$ cat config.mk
export PLATFORM = sky130hd
export DESIGN_NAME = load_store_unit_flat
export DESIGN_NICKNAME = d
export VERILOG_FILES = /design/src/rtl/load_store_unit_if.sv /design/src/rtl/load_store_unit.sv /design/src/flat_wrapper.sv
export SDC_FILE = /design/constraint.sdc
export NUM_CORES = 1
export LEC_CHECK = 0
export BUFFER_PORTS_ARGS = -buffer_cell sky130_fd_sc_hd__buf_2
export CORE_ASPECT_RATIO = 1.5
export CORE_MARGIN = 3
export CORE_UTILIZATION = 45
export DETAILED_ROUTE_END_ITERATION = 7
export PLACE_DENSITY_LB_ADDON = 0.15
export SLEW_MARGIN = 20
export SYNTH_ARGS = -nofsm -noshare
export SYNTH_HDL_FRONTEND = slang
export SYNTH_SLANG_ARGS = --single-unit
$ cat constraint.sdc
create_clock -name clk -period 2.3 [get_ports clk]
set_input_delay 0.46 -clock clk [delete_from_list [all_inputs] [get_ports clk]]
set_output_delay 0.46 -clock clk [all_outputs]
set_load 0.02 [all_outputs]
$ cat src/rtl/load_store_unit_if.sv
// Core-request / response / data-memory bundle for the load/store unit.
// slave = the LSU's view, master = the environment (core + memory) view.
interface load_store_unit_if;
  logic        req_valid;
  logic        req_ready;
  logic        req_we;
  logic [2:0]  req_funct3;
  logic [63:0] req_addr;
  logic [63:0] req_wdata;
  logic        resp_valid;
  logic [63:0] resp_rdata;
  logic        resp_err;
  logic        mem_read;
  logic        mem_write;
  logic [63:0] mem_address;
  logic [63:0] mem_write_data;
  logic [63:0] mem_read_data;

  modport slave (
    input  req_valid, req_we, req_funct3, req_addr, req_wdata, mem_read_data,
    output req_ready, resp_valid, resp_rdata, resp_err,
           mem_read, mem_write, mem_address, mem_write_data
  );

  modport master (
    output req_valid, req_we, req_funct3, req_addr, req_wdata, mem_read_data,
    input  req_ready, resp_valid, resp_rdata, resp_err,
           mem_read, mem_write, mem_address, mem_write_data
  );
endinterface

$ cat src/rtl/load_store_unit.sv
// RV64 load/store unit: byte-addressed requests -> doubleword memory accesses,
// sub-doubleword stores by read-modify-write. Option macro: LSU_SD_BYPASS_EN.
module load_store_unit #(
  parameter int unsigned MEM_WORDS = 256
) (
  input  logic              clk,
  input  logic              rst_n,
  load_store_unit_if.slave  bus
);

  typedef enum logic [1:0] {IDLE, ACCESS, WRITE, RESP} state_t;

  state_t      state_q;
  logic        we_q;
  logic [2:0]  f3_q;
  logic [2:0]  off_q;
  logic [63:0] wdata_q;

  logic        req_err;
  logic        misalign;
  logic [5:0]  sh;
  logic [63:0] lane_data;
  logic [63:0] load_data;
  logic [63:0] size_mask;
  logic [63:0] merged;

  assign bus.req_ready = (state_q == IDLE);

  always_comb begin
    misalign = 1'b0;
    case (bus.req_funct3[1:0])
      2'd1:    misalign = bus.req_addr[0];
      2'd2:    misalign = |bus.req_addr[1:0];
      2'd3:    misalign = |bus.req_addr[2:0];
      default: misalign = 1'b0;
    endcase
    req_err = misalign
            | (bus.req_we ? bus.req_funct3[2] : (bus.req_funct3 == 3'b111))
            | (bus.req_addr[63:3] >= 61'(MEM_WORDS));
  end

  // Loads shift the addressed lane down to bit 0, then extend by width code.
  assign sh        = {off_q, 3'b000};
  assign lane_data = bus.mem_read_data >> sh;

  always_comb begin
    load_data = 64'h0;
    case (f3_q)
      3'b000:  load_data = {{56{lane_data[7]}},  lane_data[7:0]};
      3'b001:  load_data = {{48{lane_data[15]}}, lane_data[15:0]};
      3'b010:  load_data = {{32{lane_data[31]}}, lane_data[31:0]};
      3'b011:  load_data = lane_data;
      3'b100:  load_data = {56'h0, lane_data[7:0]};
      3'b101:  load_data = {48'h0, lane_data[15:0]};
      3'b110:  load_data = {32'h0, lane_data[31:0]};
      default: load_data = 64'h0;
    endcase
  end

  always_comb begin
    size_mask = 64'hFFFF_FFFF_FFFF_FFFF;
    case (f3_q[1:0])
      2'd0:    size_mask = 64'h0000_0000_0000_00FF;
      2'd1:    size_mask = 64'h0000_0000_0000_FFFF;
      2'd2:    size_mask = 64'h0000_0000_FFFF_FFFF;
      default: size_mask = 64'hFFFF_FFFF_FFFF_FFFF;
    endcase
    merged = (bus.mem_read_data & ~(size_mask << sh)) | ((wdata_q & size_mask) << sh);
  end

  always_ff @(posedge clk or negedge rst_n) begin
    if (!rst_n) begin
      state_q            <= IDLE;
      we_q               <= 1'b0;
      f3_q               <= 3'b000;
      off_q              <= 3'b000;
      wdata_q            <= 64'h0;
      bus.resp_valid     <= 1'b0;
      bus.resp_rdata     <= 64'h0;
      bus.resp_err       <= 1'b0;
      bus.mem_read       <= 1'b0;
      bus.mem_write      <= 1'b0;
      bus.mem_address    <= 64'h0;
      bus.mem_write_data <= 64'h0;
    end else begin
      case (state_q)
        IDLE: if (bus.req_valid) begin
          we_q    <= bus.req_we;
          f3_q    <= bus.req_funct3;
          off_q   <= bus.req_addr[2:0];
          wdata_q <= bus.req_wdata;
          if (req_err) begin
            bus.resp_valid <= 1'b1;
            bus.resp_err   <= 1'b1;
            state_q        <= RESP;
          end
`ifdef LSU_SD_BYPASS_EN
          // Full aligned doubleword needs no merge: write straight away.
          else if (bus.req_we && bus.req_funct3 == 3'b011) begin
            bus.mem_write      <= 1'b1;
            bus.mem_address    <= {3'b000, bus.req_addr[63:3]};
            bus.mem_write_data <= bus.req_wdata;
            state_q            <= WRITE;
          end
`endif
          else begin
            bus.mem_read    <= 1'b1;
            bus.mem_address <= {3'b000, bus.req_addr[63:3]};
            state_q         <= ACCESS;
          end
        end
        ACCESS: begin
          bus.mem_read <= 1'b0;
          if (we_q) begin
            bus.mem_write      <= 1'b1;
            bus.mem_write_data <= merged;
            state_q            <= WRITE;
          end else begin
            bus.mem_address <= 64'h0;
            bus.resp_valid  <= 1'b1;
            bus.resp_rdata  <= load_data;
            state_q         <= RESP;
          end
        end
        WRITE: begin
          bus.mem_write      <= 1'b0;
          bus.mem_address    <= 64'h0;
          bus.mem_write_data <= 64'h0;
          bus.resp_valid     <= 1'b1;
          state_q            <= RESP;
        end
        default: begin
          bus.resp_valid <= 1'b0;
          bus.resp_rdata <= 64'h0;
          bus.resp_err   <= 1'b0;
          state_q        <= IDLE;
        end
      endcase
    end
  end

endmodule

$ cat src/flat_wrapper.sv
// flat-port wrapper written by rule: the top's interface ports become plain ports
module load_store_unit_flat 
#(
  parameter int unsigned MEM_WORDS = 256
)
  (clk, rst_n, bus_req_valid, bus_req_we, bus_req_funct3, bus_req_addr, bus_req_wdata, bus_mem_read_data, bus_req_ready, bus_resp_valid, bus_resp_rdata, bus_resp_err, bus_mem_read, bus_mem_write, bus_mem_address, bus_mem_write_data);
  load_store_unit_if bus_i ();
  input  logic clk;
  input  logic rst_n;
  input wire logic [$bits(bus_i.req_valid)-1:0] bus_req_valid;
  input wire logic [$bits(bus_i.req_we)-1:0] bus_req_we;
  input wire logic [$bits(bus_i.req_funct3)-1:0] bus_req_funct3;
  input wire logic [$bits(bus_i.req_addr)-1:0] bus_req_addr;
  input wire logic [$bits(bus_i.req_wdata)-1:0] bus_req_wdata;
  input wire logic [$bits(bus_i.mem_read_data)-1:0] bus_mem_read_data;
  output wire logic [$bits(bus_i.req_ready)-1:0] bus_req_ready;
  output wire logic [$bits(bus_i.resp_valid)-1:0] bus_resp_valid;
  output wire logic [$bits(bus_i.resp_rdata)-1:0] bus_resp_rdata;
  output wire logic [$bits(bus_i.resp_err)-1:0] bus_resp_err;
  output wire logic [$bits(bus_i.mem_read)-1:0] bus_mem_read;
  output wire logic [$bits(bus_i.mem_write)-1:0] bus_mem_write;
  output wire logic [$bits(bus_i.mem_address)-1:0] bus_mem_address;
  output wire logic [$bits(bus_i.mem_write_data)-1:0] bus_mem_write_data;
  assign bus_i.req_valid = bus_req_valid;
  assign bus_i.req_we = bus_req_we;
  assign bus_i.req_funct3 = bus_req_funct3;
  assign bus_i.req_addr = bus_req_addr;
  assign bus_i.req_wdata = bus_req_wdata;
  assign bus_i.mem_read_data = bus_mem_read_data;
  assign bus_req_ready = bus_i.req_ready;
  assign bus_resp_valid = bus_i.resp_valid;
  assign bus_resp_rdata = bus_i.resp_rdata;
  assign bus_resp_err = bus_i.resp_err;
  assign bus_mem_read = bus_i.mem_read;
  assign bus_mem_write = bus_i.mem_write;
  assign bus_mem_address = bus_i.mem_address;
  assign bus_mem_write_data = bus_i.mem_write_data;
  load_store_unit #(.MEM_WORDS(MEM_WORDS)) u_core (.clk(clk), .rst_n(rst_n), .bus(bus_i));
endmodule
==> metrics.yaml, run 1 <==
ios: 396
crit_path_end_kind: "flop"
drv_cap: 0
path_class: "flop to flop"
route.detailed.drc: 0
postPlaceCellArea_um2: 17080
nFillCells: 2705
fin_ws_ps: -76.38
cp_data_required_time_ps: 2700
synth_area_per_cell_um2: 10.54
clockBufferDepth: 3
core_um2: 30450
final_common_cell: "buf_2"
start_util_pct: 45.82
yosysTopAreaCellShare_pct: 47.71
synth_area_leader_cell: "dfrtp_1"
p_per_area_nw_per_um2: 1617
path_cells: "buf_4 > mux2_4 > mux4_2 > o2bb2ai_4 > clkbuf_16 > a211oi_4 > o21ai_1"
finalSetupViolations: 21
fin_crit_ps: 2376
io_buffers: 392
via_per_inst: 6.017
tritoncts: "built"
syn2layout_area_growth_pct: 31.18
h-tree-depth: 1
drt_wl_total_um: 57120
grt_pass1_wl_um: 81920
grt_pass1_vias: 13060
initialDrtViolationCount: 906
ir_drop_uv: 1257
drv_slew: 0
cp_max_fo: 8
power_mw: 29.59
synthFlopType: "dfrtp_1"
fin_cells: 2174
timing.fmax_mhz: 420.8
violations: "negative setup slack"
antenna_found_initial: 2
seq_area_frac_synth_pct: 47.71
synth_edf_count: 0
ant_nets: 0
final_area_um2: 18300
fin_skew_ps: 19.24
cp.arrival_ps: 2780
hold_path_class: "input port to flop"
async_flop_share_pct: 100.0
synth_area_um2: 13950
yosysWarnings: 0
slowest_stage: "dfrtp_4"
die_h_um: 221.6
drive_gt1_share_pct: 41.76
p_leak_nw: 8.952
drt-wirelength-per-cell_um: 26.27
clock_latency_ps: 540
grt_max_degree: 77
layout_common_cells: "391 x buf_2, 264 x dfrtp_1, 160 x nand2_1, 103 x buf_4, 101 x mux2_2"
clockRootBuffer: "clkbuf_16"
gp_congestion: 1.061
nets: 1960
die_area_um2: 33190
rsz0062_at_grt: "yes"
postLayoutCoreUtil_pct: 60.10
path_clk_slew_ps: 70
num_vias: 13080
status: "finished with violations"
netlist_instances: 1324
first_pass_iters: 6
timing.final.crit_share_pct: 103.3
cts.sinks: 266
critPathLaunchType: "flop"
critical_path.max_stage_delay_ps: 520
place_hpwl_um: 44360
worst_pin_slew_ps: 653.1
grt_usage_pct: 32.83
dieWidth_um: 149.8
fp-row-count: 78
synth_area_leaders: "dfrtp_1 48%, mux2_2 8.2%, mux2i_1 6.0%"
relSlewSlack_pct: 56.41
synth-seq-cells: 266
numCtsBuffers: 25
globalRoute.totalOverflow: 0
hold_viol: 0
dp_cells: 2121
ys_types: 66
-- per-stage QoR --
stage,setup TNS (ps),setup slack (ps),hold WS [ps]
floorplan,0,257.0,164.4
detailed placement,-4273,-80.31,391.5
CTS,-61.97,-16.06,124.5
global placement,-2404,-55.17,386.0
global route,-2381,-111.3,134.2
finish,-664.5,-76.38,144.4
-- cells by family after synthesis --
family / after synthesis / share of synthesized area, %
compound gates: 412 / 21.09
mux: 199 / 16.30
fa+ha+maj: 4 / 0.3588
simple gates: 305 / 10.19
flops: 266 / 47.71
buf+inv: 137 / 4.314
other cells: 1 / 0.02688
-- timing repair --
action                     CTS  global route
setup buffers                3             2
pin swaps                    1            18
hold endpoints to repair    40             0
resized for setup            4            75
hold buffers                 1             0
setup endpoints to repair    1           117
cloned                       0             3
-- critical path: cells and delay by family (launching register included) --
family / cells / cell delay [ps]
mux: 2 / 820
buf+inv: 2 / 390
compound gates: 3 / 500
flops: 1 / 520
-- Yosys cell counts, types with 3 or more instances --
cell type and count:
mux2i_1 84, buf_6 4, o2bb2ai_1 7, a22oi_1 33, a222oi_1 15, a32oi_1 8
buf_2 19, a31oi_1 8, nor3_1 14, a21oi_1 26, nand2_1 162, o21ai_1 19
mux2_2 102, inv_1 20, o211ai_1 17, buf_1 8, nand3_1 17, and3_1 3
o221ai_1 9, nor4_1 13, a22o_1 85, nor2_1 36, dfrtp_1 266, a32o_1 7
nand2b_1 4, o21ai_0 105, nor2b_1 19, clkbuf_1 76, nand3b_1 6, mux4_2 9
ha_1 4, and2_1 12, buf_4 9, a211oi_1 39, nand4_1 4, o22ai_1 9
a221o_1 8, a21o_1 3
-- worst paths after layout --
kind / from / to / slack, ps / cells after the start
max in group asynchronous: rst_n / u_core.off_q[0]$_DFFE_PN0P_ / 1120 / 3
worst max-delay path: u_core.off_q[0]$_DFFE_PN0P_ / u_core.bus.resp_rdata[45]$_DFFE_PN0P_ / -80 / 7
worst min register to register: u_core.bus.mem_write_data[40]$_DFFE_PN0P_ / u_core.bus.mem_write_data[40]$_DFFE_PN0P_ / 480 / 2
min in group asynchronous: rst_n / u_core.bus.resp_rdata[5]$_DFFE_PN0P_ / 400 / 2
worst min-delay path: bus_req_wdata[31] / u_core.wdata_q[31]$_DFFE_PN0P_ / 140 / 2
worst max register to register: u_core.off_q[0]$_DFFE_PN0P_ / u_core.bus.resp_rdata[45]$_DFFE_PN0P_ / -80 / 7
-- area by class of cell --
cell class                 instances  area, um^2  area share, %
sequential                       266        6661          36.40
tap                              400       500.5          2.735
timing repair buffer             520        3226          17.63
inverter                          21       78.83         0.4307
clock inverter                    11       88.84         0.4854
multi-input combinational        923        7052          38.53
clock buffer                      31       688.2          3.760
antenna                            2       5.005        0.02735
-- routing by layer --
layer,routed length [um],track usage (%)
met5,0,0
met4,4477,20.86
met3,3907,4.479
met2,29100,57.79
met1,19630,36.84
-- where the power goes --
part | switching, mW | internal [mW] | leakage [nW] | total, mW
clock network | 1.81 | 2.23 | 0.386 | 4.04
registers | 1.57 | 6.43 | 3.46 | 8.00
logic | 10.1 | 7.43 | 5.11 | 17.6
-- registers in the layout (all words and copies together) (netlist names), 2 cells and up --
name,cells
u_core.wdata_q,64
u_core.bus.resp_rdata,64
u_core.off_q,3
u_core.state_q,2
u_core.bus.mem_address,61
u_core.f3_q,3
u_core.bus.mem_write_data,64
(Power assumes the default switching activity.)
==> run 2: changes to the inputs <==
--- a/config.mk
+++ b/config.mk
@@ -8,8 +8,9 @@
 export BUFFER_PORTS_ARGS = -buffer_cell sky130_fd_sc_hd__buf_2
 export CORE_ASPECT_RATIO = 1.5
 export CORE_MARGIN = 3
-export CORE_UTILIZATION = 45
+export CORE_UTILIZATION = 53
 export DETAILED_ROUTE_END_ITERATION = 7
+export GPL_TIMING_DRIVEN = 0
 export PLACE_DENSITY_LB_ADDON = 0.15
 export SLEW_MARGIN = 20
 export SYNTH_ARGS = -nofsm -noshare
==> metrics.yaml, run 2 (same netlist as run 1, synthesis figures left out) <==
numCtsBuffers: 24
grt_usage_pct: 41.73
grt_max_degree: 103
hold_viol: 0
layout_common_cells: "403 x buf_2, 265 x dfrtp_1, 160 x nand2_1, 101 x mux2_2, 87 x o21ai_0"
grt_pass1_wl_um: 88240
nets: 1975
drt_wl_total_um: 60950
finalSetupViolations: 2
gp_congestion: 1.056
relSlewSlack_pct: 41.39
timing.fmax_mhz: 422.7
globalRoute.totalOverflow: 0
io_buffers: 391
cts.sinks: 266
p_leak_nw: 8.857
fp-row-count: 72
dp_cells: 2052
drv_cap: 0
violations: "negative setup slack"
antenna_cells: 0
fin_skew_ps: 14.30
die_h_um: 204.7
clock_latency_ps: 550
timing.final.crit_share_pct: 102.9
fin_cells: 2123
via_per_inst: 6.476
critPathLaunchType: "flop"
met3_length_um: 5310
crit_path_end_kind: "flop"
antenna_found_initial: 0
final_common_cell: "buf_2"
fin_ws_ps: -65.85
top_layer_used: "met4"
ant_nets: 0
route.detailed.drc: 0
clockRootBuffer: "clkbuf_16"
rsz0062_at_grt: "yes"
initialDrtViolationCount: 1349
path_clk_slew_ps: 70
worst_pin_slew_ps: 874.5
path_class: "flop to flop"
place_hpwl_um: 47580
ios: 396
drt-wirelength-per-cell_um: 28.71
tritoncts: "built"
power_mw: 30.27
postLayoutCoreUtil_pct: 70.45
core_um2: 25850
drive_gt1_share_pct: 42.46
h-tree-depth: 1
dr_wl_met2_um: 29820
drv_slew: 0
status: "finished with violations"
start_util_pct: 53.96
die_area_um2: 28350
num_vias: 13750
grt_pass1_vias: 13900
clockBufferDepth: 3
syn2layout_area_growth_pct: 30.56
holdWs_ps: 141.9
biggestRegsByFlops: "u_core.bus.mem_write_data: 64 flops, u_core.bus.resp_rdata: 64 flops, u_core.wdata_q: 64 flops"
dieWidth_um: 138.5
p_per_area_nw_per_um2: 1662
cp.arrival_ps: 2760
first_pass_iters: 6
cp_data_required_time_ps: 2690
hold_path_class: "input port to flop"
ir_drop_uv: 1147
cp_max_fo: 10
fin_crit_ps: 2366
wirelength_met1_um: 19270
-- run 2: through the flow --
stage | instance area, um^2 | setup slack [ps] | setup TNS, ps
after floorplan | 13960 | 257.0 | 0
after global placement | 16330 | -3725 | -1068710
after detailed placement | 16400 | -870.9 | -90290
after CTS | 17880 | 4.064 | 0
after global routing | 18210 | -108.2 | -1050
final | 18210 | -65.85 | -106.3
-- run 2: layer usage --
layer  GRT usage (%)  vias up
met3           7.403      299
met2           72.91     1014
li1                -     5847
met4           34.36        0
met1           43.74     6588
met5               0        -
-- run 2: path summary, 6_finish.rpt --
kind                                                       from                                        end  slack, ps  cells past startpoint
hold / removal                                bus_req_wdata[13]             u_core.wdata_q[13]$_DFFE_PN0P_        140                      2
min in group asynchronous                                 rst_n       u_core.bus.resp_rdata[4]$_DFFE_PN0P_        470                      2
setup reg to reg                    u_core.off_q[0]$_DFFE_PN0P_      u_core.bus.resp_rdata[23]$_DFFE_PN0P_        -70                      7
max in group asynchronous                                 rst_n  u_core.bus.mem_write_data[57]$_DFFE_PN0P_        880                      3
setup / recovery                    u_core.off_q[0]$_DFFE_PN0P_      u_core.bus.resp_rdata[23]$_DFFE_PN0P_        -70                      7
hold reg to reg            u_core.bus.resp_rdata[7]$_DFFE_PN0P_       u_core.bus.resp_rdata[7]$_DFFE_PN0P_        480                      2
-- run 2: final cells by class --
type                       instances  area, um^2
fill                            1960        7641
multi-input combinational        923        7163
sequential                       266        6658
timing repair buffer             428        2332
buffer                           108       700.7
clock buffer                      26       629.4
tap                              333       416.7
clock inverter                    18       235.2
inverter                          21       78.83
-- run 2: worst max-delay path: stages (launching register included) --
cell and delay, ps:
dfrtp_1 400, buf_6 180, buf_8 140, buf_6 170, buf_4 290, mux4_2 530
a21oi_1 340, o211ai_1 160
-- run 2: what timing repair did --
action / CTS / global route
endpoints found under the hold margin: 72 / 0
endpoints found under the setup margin: 199 / 191
cloned: 1 / 2
hold buffers: 1 / 0
gates resized for setup: 132 / 96
buffers inserted: 24 / 7
pin swaps: 12 / 11
-- run 2: power breakdown --
part           internal [mW]  switching (mW)  total, mW
combinational           6.93            11.0       17.9
clock                   2.48            1.92       4.41
sequential              6.42            1.54       7.96
